==> src/rtl/mem_arb_pkg.sv <==
// mem_arb_pkg: shared FSM state encoding and grant identifiers for mem_port_arbiter
package mem_arb_pkg;
    typedef enum logic [1:0] {
        IDLE = 2'd0,
        BUSY = 2'd1,
        RESP = 2'd2
    } state_e;
    typedef enum logic {
        GNT_I = 1'b0,
        GNT_D = 1'b1
    } gnt_e;
endpackage

==> src/rtl/arb_timeout_counter.sv <==
// arb_timeout_counter: counts BUSY cycles and flags when the port has run out of time
// Ports: clk, reset (async active-low), busy_i (FSM is in BUSY), expired_o (last allowed BUSY cycle)
module arb_timeout_counter #(
    parameter int TIMEOUT_CYC = 16
) (
    input  logic clk,
    input  logic reset,
    input  logic busy_i,
    output logic expired_o
);
    localparam int CW = TIMEOUT_CYC > 1 ? $clog2(TIMEOUT_CYC) : 1;
    logic [CW-1:0] cnt_q;
    // Held at zero outside BUSY, so every BUSY entry starts counting from 0
    always_ff @(posedge clk or negedge reset) begin
        if (!reset) cnt_q <= '0;
        else        cnt_q <= busy_i ? cnt_q + 1'b1 : '0;
    end
    assign expired_o = busy_i && (cnt_q == CW'(TIMEOUT_CYC - 1));
endmodule

==> src/rtl/mem_port_arbiter.sv <==
// mem_port_arbiter: shares one memory port between a fetch and a data requester
// Ports: clk, reset (async active-low); fetch i_req/i_addr -> i_ack/i_rdata;
//        data d_req/d_we/d_addr/d_wdata -> d_ack/d_rdata; shared port mem_req/mem_we/
//        mem_addr/mem_wdata, mem_rdata/mem_ready; stall_if/stall_mem; sticky timeout_err
module mem_port_arbiter
    import mem_arb_pkg::*;
#(
    parameter int DATA_W       = 32,
    parameter int STARVE_LIMIT = 4,
    parameter int TIMEOUT_CYC  = 16
) (
    input  logic              clk,
    input  logic              reset,
    input  logic              i_req,
    input  logic [DATA_W-1:0] i_addr,
    output logic              i_ack,
    output logic [DATA_W-1:0] i_rdata,
    input  logic              d_req,
    input  logic              d_we,
    input  logic [DATA_W-1:0] d_addr,
    input  logic [DATA_W-1:0] d_wdata,
    output logic              d_ack,
    output logic [DATA_W-1:0] d_rdata,
    output logic              mem_req,
    output logic              mem_we,
    output logic [DATA_W-1:0] mem_addr,
    output logic [DATA_W-1:0] mem_wdata,
    input  logic [DATA_W-1:0] mem_rdata,
    input  logic              mem_ready,
    output logic              stall_if,
    output logic              stall_mem,
    output logic              timeout_err
);
    localparam int SW = $clog2(STARVE_LIMIT + 1);
    state_e            state_q;
    gnt_e              gnt_q;
    gnt_e              gnt_d;
    logic [SW-1:0]     starve_q;
    logic [DATA_W-1:0] addr_q;
    logic [DATA_W-1:0] wdata_q;
    logic [DATA_W-1:0] rdata_q;
    logic              we_q;
    logic              mem_req_q;
    logic              i_ack_q;
    logic              d_ack_q;
    logic              err_q;
    logic              expired;
    logic              starved;
    arb_timeout_counter #(.TIMEOUT_CYC(TIMEOUT_CYC)) u_timeout (
        .clk      (clk),
        .reset    (reset),
        .busy_i   (state_q == BUSY),
        .expired_o(expired)
    );
    assign starved = starve_q == SW'(STARVE_LIMIT);
    // Data normally wins; a fetch that has waited STARVE_LIMIT data grants goes first
    assign gnt_d   = (i_req && (!d_req || starved)) ? GNT_I : GNT_D;
    always_ff @(posedge clk or negedge reset) begin
        if (!reset) begin
            state_q   <= IDLE;
            gnt_q     <= GNT_I;
            starve_q  <= '0;
            addr_q    <= '0;
            wdata_q   <= '0;
            rdata_q   <= '0;
            we_q      <= 1'b0;
            mem_req_q <= 1'b0;
            i_ack_q   <= 1'b0;
            d_ack_q   <= 1'b0;
            err_q     <= 1'b0;
        end else begin
            case (state_q)
                IDLE: if (i_req || d_req) begin
                    state_q   <= BUSY;
                    gnt_q     <= gnt_d;
                    mem_req_q <= 1'b1;
                    addr_q    <= gnt_d == GNT_D ? d_addr : i_addr;
                    wdata_q   <= gnt_d == GNT_D ? d_wdata : '0;
                    we_q      <= gnt_d == GNT_D && d_we;
                    starve_q  <= gnt_d == GNT_I ? '0 :
                                 (i_req && !starved) ? starve_q + 1'b1 : starve_q;
                end
                BUSY: if (mem_ready || expired) begin
                    // A ready on the final cycle still counts as a real completion
                    state_q   <= RESP;
                    mem_req_q <= 1'b0;
                    we_q      <= 1'b0;
                    rdata_q   <= mem_ready ? mem_rdata : '0;
                    err_q     <= err_q | ~mem_ready;
                    i_ack_q   <= gnt_q == GNT_I;
                    d_ack_q   <= gnt_q == GNT_D;
                end
                default: begin
                    state_q <= IDLE;
                    i_ack_q <= 1'b0;
                    d_ack_q <= 1'b0;
                end
            endcase
        end
    end
    assign mem_req     = mem_req_q;
    assign mem_we      = we_q;
    assign mem_addr    = addr_q;
    assign mem_wdata   = wdata_q;
    assign i_ack       = i_ack_q;
    assign d_ack       = d_ack_q;
    assign i_rdata     = rdata_q;
    assign d_rdata     = rdata_q;
    assign timeout_err = err_q;
    assign stall_if    = i_req & ~i_ack_q;
    assign stall_mem   = d_req & ~d_ack_q;
endmodule

==> config.mk <==
export PLATFORM = sky130hd
export DESIGN_NAME = mem_port_arbiter
export DESIGN_NICKNAME = d
export VERILOG_FILES = /design/src/rtl/mem_arb_pkg.sv /design/src/rtl/arb_timeout_counter.sv /design/src/rtl/mem_port_arbiter.sv
export SDC_FILE = /design/constraint.sdc
export NUM_CORES = 1
export LEC_CHECK = 0
export BUFFER_PORTS_ARGS = -buffer_cell sky130_fd_sc_hd__buf_2
export CORE_MARGIN = 3
export CORE_UTILIZATION = 41
export DETAILED_ROUTE_END_ITERATION = 12
export PLACE_DENSITY = 0.82
export SYNTH_ARGS = -nofsm -noshare
export SYNTH_HDL_FRONTEND = slang
export SYNTH_SLANG_ARGS = --single-unit
==> constraint.sdc <==
create_clock -name clk -period 1.4 [get_ports clk]
set_input_delay 0.07 -clock clk [delete_from_list [all_inputs] [get_ports clk]]
set_output_delay 0.07 -clock clk [all_outputs]
set_load 0.02 [all_outputs]
==> flow_metrics.py, run 1 <==
metrics = {
    "yosys": {
        "synth.net_count": 607,
        "synth_most_common_cell": "dfrtp_1",
        "netlist-cell-type-count": 37,
        "synth_area_leaders": "dfrtp_1 (55%), nand3_1 (6.5%), a22o_1 (5.7%)",
        "yosys.area.top_type": "dfrtp_1",
        "yosys_register_bits": 111,
        "synth-edff-count": 0,
        "postSynthAreaPerCell_um2": 10.79,
        "asyncSetResetFlopFracSynth_pct": 100.0,
        "yosysSeqAreaShare_pct": 54.76,
        "postSynth.topFlopCell": "dfrtp_1",
        "yosys_warning_count": 0,
        "netlist_top_cells_count": "dfrtp_1 (111), nand3_1 (66), buf_4 (36)",
        "post_syn_area_um2": 5072,
        "synth_top_area_share_pct": 54.76,
        "synth_cells": 470,
    },
    "cells_and_area": {
        "area.growth.synth_to_final_pct": 58.21,
        "fill_cells": 842,
        "drive_gt1_share_pct": 47.78,
        "nets": 919,
        "n_antenna_cell": 0,
    },
    "critical_path": {
        "worstPathBufferInverterCount": 3,
        "setup.worst_path.class": "reg2reg",
        "critical_path.top_delay_family": "flip-flops",
        "cp_max_fo": 14,
        "timing.critical_path.slowest_stage_cell": "dfrtp_1",
        "worstPathRequired_ns": 1.65,
        "critPathCaptureType": "flop",
        "critical-path-max-stage-delay_ns": 0.37,
        "start_kind": "flop",
        "timing.critical_path.cells": "inv_2 > ha_4 > a21bo_1 > and2_4 > buf_12 > buf_6 > o2bb2ai_2",
        "critical_path_arrival_ns": 1.71,
        "flop2flop_setup_slack_ns": -0.06,
    },
    "floorplanning": {
        "std_cell_rows": 39,
        "io_pins": 269,
        "die-area_um2": 13740,
        "die_y_um": 117.2,
        "start_util_pct": 43.13,
        "die_w_um": 117.2,
        "core_area_um2": 11760,
    },
    "timing": {
        "share_of_the_clock_period_used_by_the_worst_path_after_layout_pct": 104.4,
        "final-setup-viol-count": 25,
        "post-route-worst-setup-slack_ns": -0.06201,
        "fin_skew_ns": 0.007383,
        "finalMaxSlewViolations": 0,
        "holdWs_ns": 0.01220,
        "hold_viol": 0,
        "post_layout_min_period_ns": 1.462,
        "rsz0062_at_grt": "true",
        "maxSlewHeadroom_pct": 67.62,
        "tightest_slew_ns": 0.4857,
        "fmaxAchievable_ghz": 0.6840,
    },
    "clocking": {
        "cts_buffers": 9,
        "cts_tree": "done",
        "clock_latency_ns": 0.33,
        "clk_root_buffer_cell": "clkbuf_16",
        "cts.path.max_buffers": 2,
        "clock_tree.htree_level_count": 3,
        "clk_sink_count": 111,
        "clkSlewWorstSetupHoldPaths_ns": 0.07,
    },
    "power": {
        "ir_worst_vdd_uv": 1284,
        "powerDensity_nw_per_um2": 2284,
        "finalPower_mw": 18.33,
        "leakagePower_nw": 3.869,
    },
    "detailed_routing": {
        "wl_mm": 17.79,
        "ant_nets": 0,
        "detail_route.iter0.violations": 372,
        "routedWlPerCell_um": 18.70,
        "detail_route.drc_violations": 0,
        "vias": 5230,
        "drt_pre_antenna_iters": 5,
        "post_drt_via_cell_ratio": 5.499,
    },
    "placed_design": {
        "dpl.hpwl_mm": 11.36,
        "io_buffer_count": 268,
        "place.gp.congestion": 0.8020,
        "preCtsSetupSlack_ns": -0.05750,
    },
    "global_routing": {
        "global_route_usage_over_all_layers_pct": 23.97,
        "global_route_wire_length_before_repair_mm": 25.74,
        "via_count_of_the_first_global_routing_pass": 5165,
        "globalRouteOverflowTotal": 0,
        "grt_antenna_before_repair": 0,
        "grt_max_degree": 72,
    },
    "run_status": {
        "violations": "setup timing",
        "status": "finished, violations left",
    },
    "job": {
        "max_cap_viol_count": 0,
    },
    "min_path": {
        "hold_class": "in2reg",
    },
}
## layout by cell type, fill, tap and decap left out, drive strengths merged, types with 2 or more instances in the layout
| cell type | count |
|---|---|
| nand2 | 4 |
| buf | 309 |
| bufinv | 2 |
| o2bb2ai | 32 |
| a22o | 33 |
| ha | 3 |
| and2 | 3 |
| nor2b | 3 |
| nand3 | 66 |
| o21ai | 39 |
| inv | 7 |
| dlygate4sd3 | 71 |
| nor2 | 7 |
| dfrtp | 111 |
| or2 | 2 |
| clkbuf | 12 |
| o211ai | 32 |
| nor3b | 2 |
| nand4 | 33 |
| a21oi | 2 |
## final timing paths
check	from	endpoint	cells past startpoint
min reg2reg	timeout_err$_DFFE_PN0P_	timeout_err$_DFFE_PN0P_	1
min in group asynchronous	reset	d_rdata[8]$_DFFE_PN0P_	3
max	starve_q[1]$_DFFE_PN0P_	mem_wdata[27]$_DFFE_PN0P_	7
max reg2reg	starve_q[1]$_DFFE_PN0P_	mem_wdata[27]$_DFFE_PN0P_	7
min	d_wdata[18]	mem_wdata[18]$_DFFE_PN0P_	3
max in group asynchronous	reset	mem_wdata[6]$_DFFE_PN0P_	3
## cell families (layout without fill, tap and decap cells)
group           count (synthesis)  after routing  share of synthesized area [%]
xor+xnor                        2              2                         0.3454
flops                         111            111                          54.76
buf+inv                        86            403                          9.669
fa+ha+maj                       3              3                         0.7401
mux                             1              1                         0.2220
compound gates                144            144                          20.97
simple gates                  123            123                          13.30
## what timing repair did
item,CTS,global route
setup buffers,6,2
resized for setup,13,10
pin swaps,1,10
endpoints found under the hold margin,177,2
setup endpoints to repair,80,76
cloned,2,2
hold buffers,69,2
## power breakdown
part	total (mW)	switching, mW	leakage (nW)	internal (mW)
clock	2.83	1.18	0.166	1.65
combinational	9.70	5.67	2.32	4.03
sequential	5.80	1.12	1.38	4.68
total	18.3	7.98	3.87	10.4
## through the flow
| stage | util, % | cell area, µm² | setup TNS [ns] | cells |
|---|---|---|---|---|
| floorplan | - | 5329 | -3.008 | 470 |
| global placement | 57.02 | 6705 | -0.03547 | 852 |
| detailed placement | 57.02 | 6705 | -1.104 | 852 |
| CTS | 67.22 | 7905 | -0.4192 | 945 |
| global route | 68.24 | 8025 | -3.994 | 951 |
| finish | 68.24 | 8025 | -0.6856 | 951 |
## sequential cells by signal, indices dropped and copies added (netlist names)
signal,cells
d_rdata,32
mem_addr,32
mem_wdata,32
u_timeout.cnt_q,4
starve_q,3
state_q,2
d_ack,1
gnt_q,1
i_ack,1
mem_req,1
mem_we,1
timeout_err,1
## cell type report
| type | count | area [µm²] | area share [%] |
|---|---|---|---|
| Inverter | 4 | 15.01 | 0.1871 |
| Sequential cell | 111 | 2780 | 34.64 |
| Clock inverter | 6 | 97.59 | 1.216 |
| Clock buffer | 10 | 239.0 | 2.978 |
| Tap cell | 164 | 205.2 | 2.557 |
| Timing Repair Buffer | 383 | 2611 | 32.54 |
| Multi-Input combinational cell | 273 | 2077 | 25.88 |
## worst min-delay path, cell delays in order
cell	delay [ns]
buf_2	0.10
nand3_1	0.08
o2bb2ai_2	0.06
## routing by layer
| layer | GRT usage (%) | part of all wire (%) | vias up |
|---|---|---|---|
| met2 | 40.95 | 51 | 327 |
| met5 | 0 | 0 | - |
| met4 | 10.86 | 3.9 | 0 |
| met3 | 5.244 | 7.8 | 63 |
| li1 | - | - | 2356 |
| met1 | 28.96 | 38 | 2484 |
Note: power is estimated with default switching activity, not from simulation.
==> run 2, diff against run 1 <==
--- a/config.mk
+++ b/config.mk
@@ -10,6 +10,7 @@
 export CORE_UTILIZATION = 41
 export DETAILED_ROUTE_END_ITERATION = 12
 export PLACE_DENSITY = 0.82
+export REMOVE_ABC_BUFFERS = 1
 export SYNTH_ARGS = -nofsm -noshare
 export SYNTH_HDL_FRONTEND = slang
 export SYNTH_SLANG_ARGS = --single-unit
==> run 2 against run 1 <==
First-iteration DRC count up 49%. Largest power group unchanged. The flow still finishes with violations (setup timing). Combinational power is 4.0% lower. Final area down 2.4%. Sequential cell count is the same. Critical endpoint is now mem_wdata[19]$_DFFE_PN0P_. Wire length rose by 8.3%.
==> flow_metrics.py, run 2 (synthesized netlist as in run 1, its figures left out) <==
metrics = {
    "run_status": {
        "status": "finished, violations left",
        "violations": "setup timing",
    },
    "floorplanning": {
        "die_y_um": 117.2,
        "core_area_um2": 11760,
        "die_w_um": 117.2,
        "start_util_pct": 43.13,
        "std_cell_rows": 39,
        "die-area_um2": 13740,
        "io_pins": 269,
    },
    "timing": {
        "hold_viol": 0,
        "fmaxAchievable_ghz": 0.6734,
        "share_of_the_clock_period_used_by_the_worst_path_after_layout_pct": 106.1,
        "maxSlewHeadroom_pct": 61.05,
        "fin_skew_ns": 0.01435,
        "tightest_slew_ns": 0.5842,
        "final-setup-viol-count": 56,
        "post_layout_min_period_ns": 1.485,
        "finalMaxSlewViolations": 0,
        "setup_tns_ns": -2.524,
        "holdWs_ns": 0.005286,
        "rsz0062_at_grt": "true",
        "post-route-worst-setup-slack_ns": -0.08504,
    },
    "clocking": {
        "clkSlewWorstSetupHoldPaths_ns": 0.09,
        "clock_tree.htree_level_count": 3,
        "clock_latency_ns": 0.35,
        "cts_tree": "done",
        "clk_sink_count": 111,
        "cts.path.max_buffers": 2,
        "cts_buffers": 9,
        "clk_root_buffer_cell": "clkbuf_16",
    },
    "power": {
        "powerDensity_nw_per_um2": 2254,
        "leakagePower_nw": 3.782,
        "finalPower_mw": 17.65,
        "ir_worst_vdd_uv": 1592,
    },
    "critical_path": {
        "cp_max_fo": 13,
        "flop2flop_setup_slack_ns": -0.09,
        "worstPathRequired_ns": 1.63,
        "critical_path_arrival_ns": 1.71,
        "critPathCaptureType": "flop",
        "start_kind": "flop",
        "setup.worst_path.class": "reg2reg",
        "r2r_cells": 6,
    },
    "detailed_routing": {
        "drt_pre_antenna_iters": 6,
        "vias": 5382,
        "ant_nets": 0,
        "detail_route.iter0.violations": 556,
        "wl_mm": 19.27,
        "routedWlPerCell_um": 20.22,
        "post_drt_via_cell_ratio": 5.647,
        "detail_route.drc_violations": 0,
    },
    "placed_design": {
        "place.gp.congestion": 0.8073,
        "io_buffer_count": 268,
        "dpl.hpwl_mm": 11.11,
    },
    "cells_and_area": {
        "area.growth.synth_to_final_pct": 54.42,
        "final_util_pct": 66.60,
        "drive_gt1_share_pct": 44.67,
        "mostFrequentLayoutCell": "buf_2",
        "nets": 920,
        "mostFrequentLayoutCells": "buf_2 (267), dfrtp_1 (109), dlygate4sd3_1 (76), nand3_1 (66)",
    },
    "global_routing": {
        "global_route_wire_length_before_repair_mm": 27.27,
        "via_count_of_the_first_global_routing_pass": 5241,
        "grt_max_degree": 112,
        "global_route_usage_over_all_layers_pct": 25.46,
        "globalRouteOverflowTotal": 0,
        "grt_antenna_before_repair": 0,
    },
    "min_path": {
        "hold_depth": 3,
        "hold_class": "in2reg",
    },
    "job": {
        "max_cap_viol_count": 0,
    },
}
-- run 2: cell types whose count changed in the layout (fill, tap and decap cells not counted), moves of 2 or more --
cell           previous run  this run
dlygate4sd3_1            71        76
o2bb2ai_2                30        11
o21ai_1                   6         9
bufinv_16                 2         0
o2bb2ai_1                 1        21
o21ai_0                  32        30
buf_4                    26        22
-- run 2: layout make-up --
class,instances,area [µm²]
Fill cell,861,3928
Sequential cell,111,2780
Timing Repair Buffer,383,2595
Multi-Input combinational cell,274,1943
Clock buffer,10,229.0
Tap cell,164,205.2
Clock inverter,6,62.56
Inverter,4,15.01
Antenna cell,1,2.502
-- run 2: worst paths after layout --
check                                   startpoint                        end
hold reg to reg            timeout_err$_DFFE_PN0P_    timeout_err$_DFFE_PN0P_
setup / recovery           starve_q[0]$_DFFE_PN0P_  mem_wdata[19]$_DFFE_PN0P_
min in group asynchronous                    reset    d_rdata[18]$_DFFE_PN0P_
hold / removal                          i_addr[19]   mem_addr[19]$_DFFE_PN0P_
setup reg to reg           starve_q[0]$_DFFE_PN0P_  mem_wdata[19]$_DFFE_PN0P_
max in group asynchronous                    reset     state_q[0]$_DFFE_PN0P_
-- run 2: repair_timing --
action	in CTS	in global routing
cloned	2	3
hold buffers	76	0
pin swaps	17	15
setup endpoints to repair	95	100
resized for setup	17	25
setup buffers	4	3
endpoints found under the hold margin	185	0
-- run 2: worst max-delay path: stages (launching register included) --
cell,delay (ns)
dfrtp_1,0.39
inv_2,0.09
ha_4,0.14
a21bo_4,0.15
and2_4,0.29
buf_8,0.20
o2bb2ai_1,0.10
-- run 2: stage by stage --
step / area (µm²) / setup WS (ns) / cells
finish: 7833 / -0.08504 / 953
global route: 7830 / -0.1247 / 952
CTS: 7644 / -0.04122 / 946
detailed placement: 6471 / -0.1166 / 848
global placement: 6471 / -0.03224 / 848
floorplan: 4597 / -1.611 / 388
-- run 2: layer usage --
layer | track usage (%) | routed length (µm)
met1 | 30.34 | 6921
met5 | 0 | 0
met4 | 11.31 | 870
met3 | 6.427 | 1704
met2 | 43.44 | 9773
-- run 2: report_power, final --
part,switching [mW],total (mW),internal (mW)
sequential,1.11,5.79,4.67
combinational,5.66,9.31,3.65
clock,1.30,2.56,1.26
total,8.07,17.7,9.59
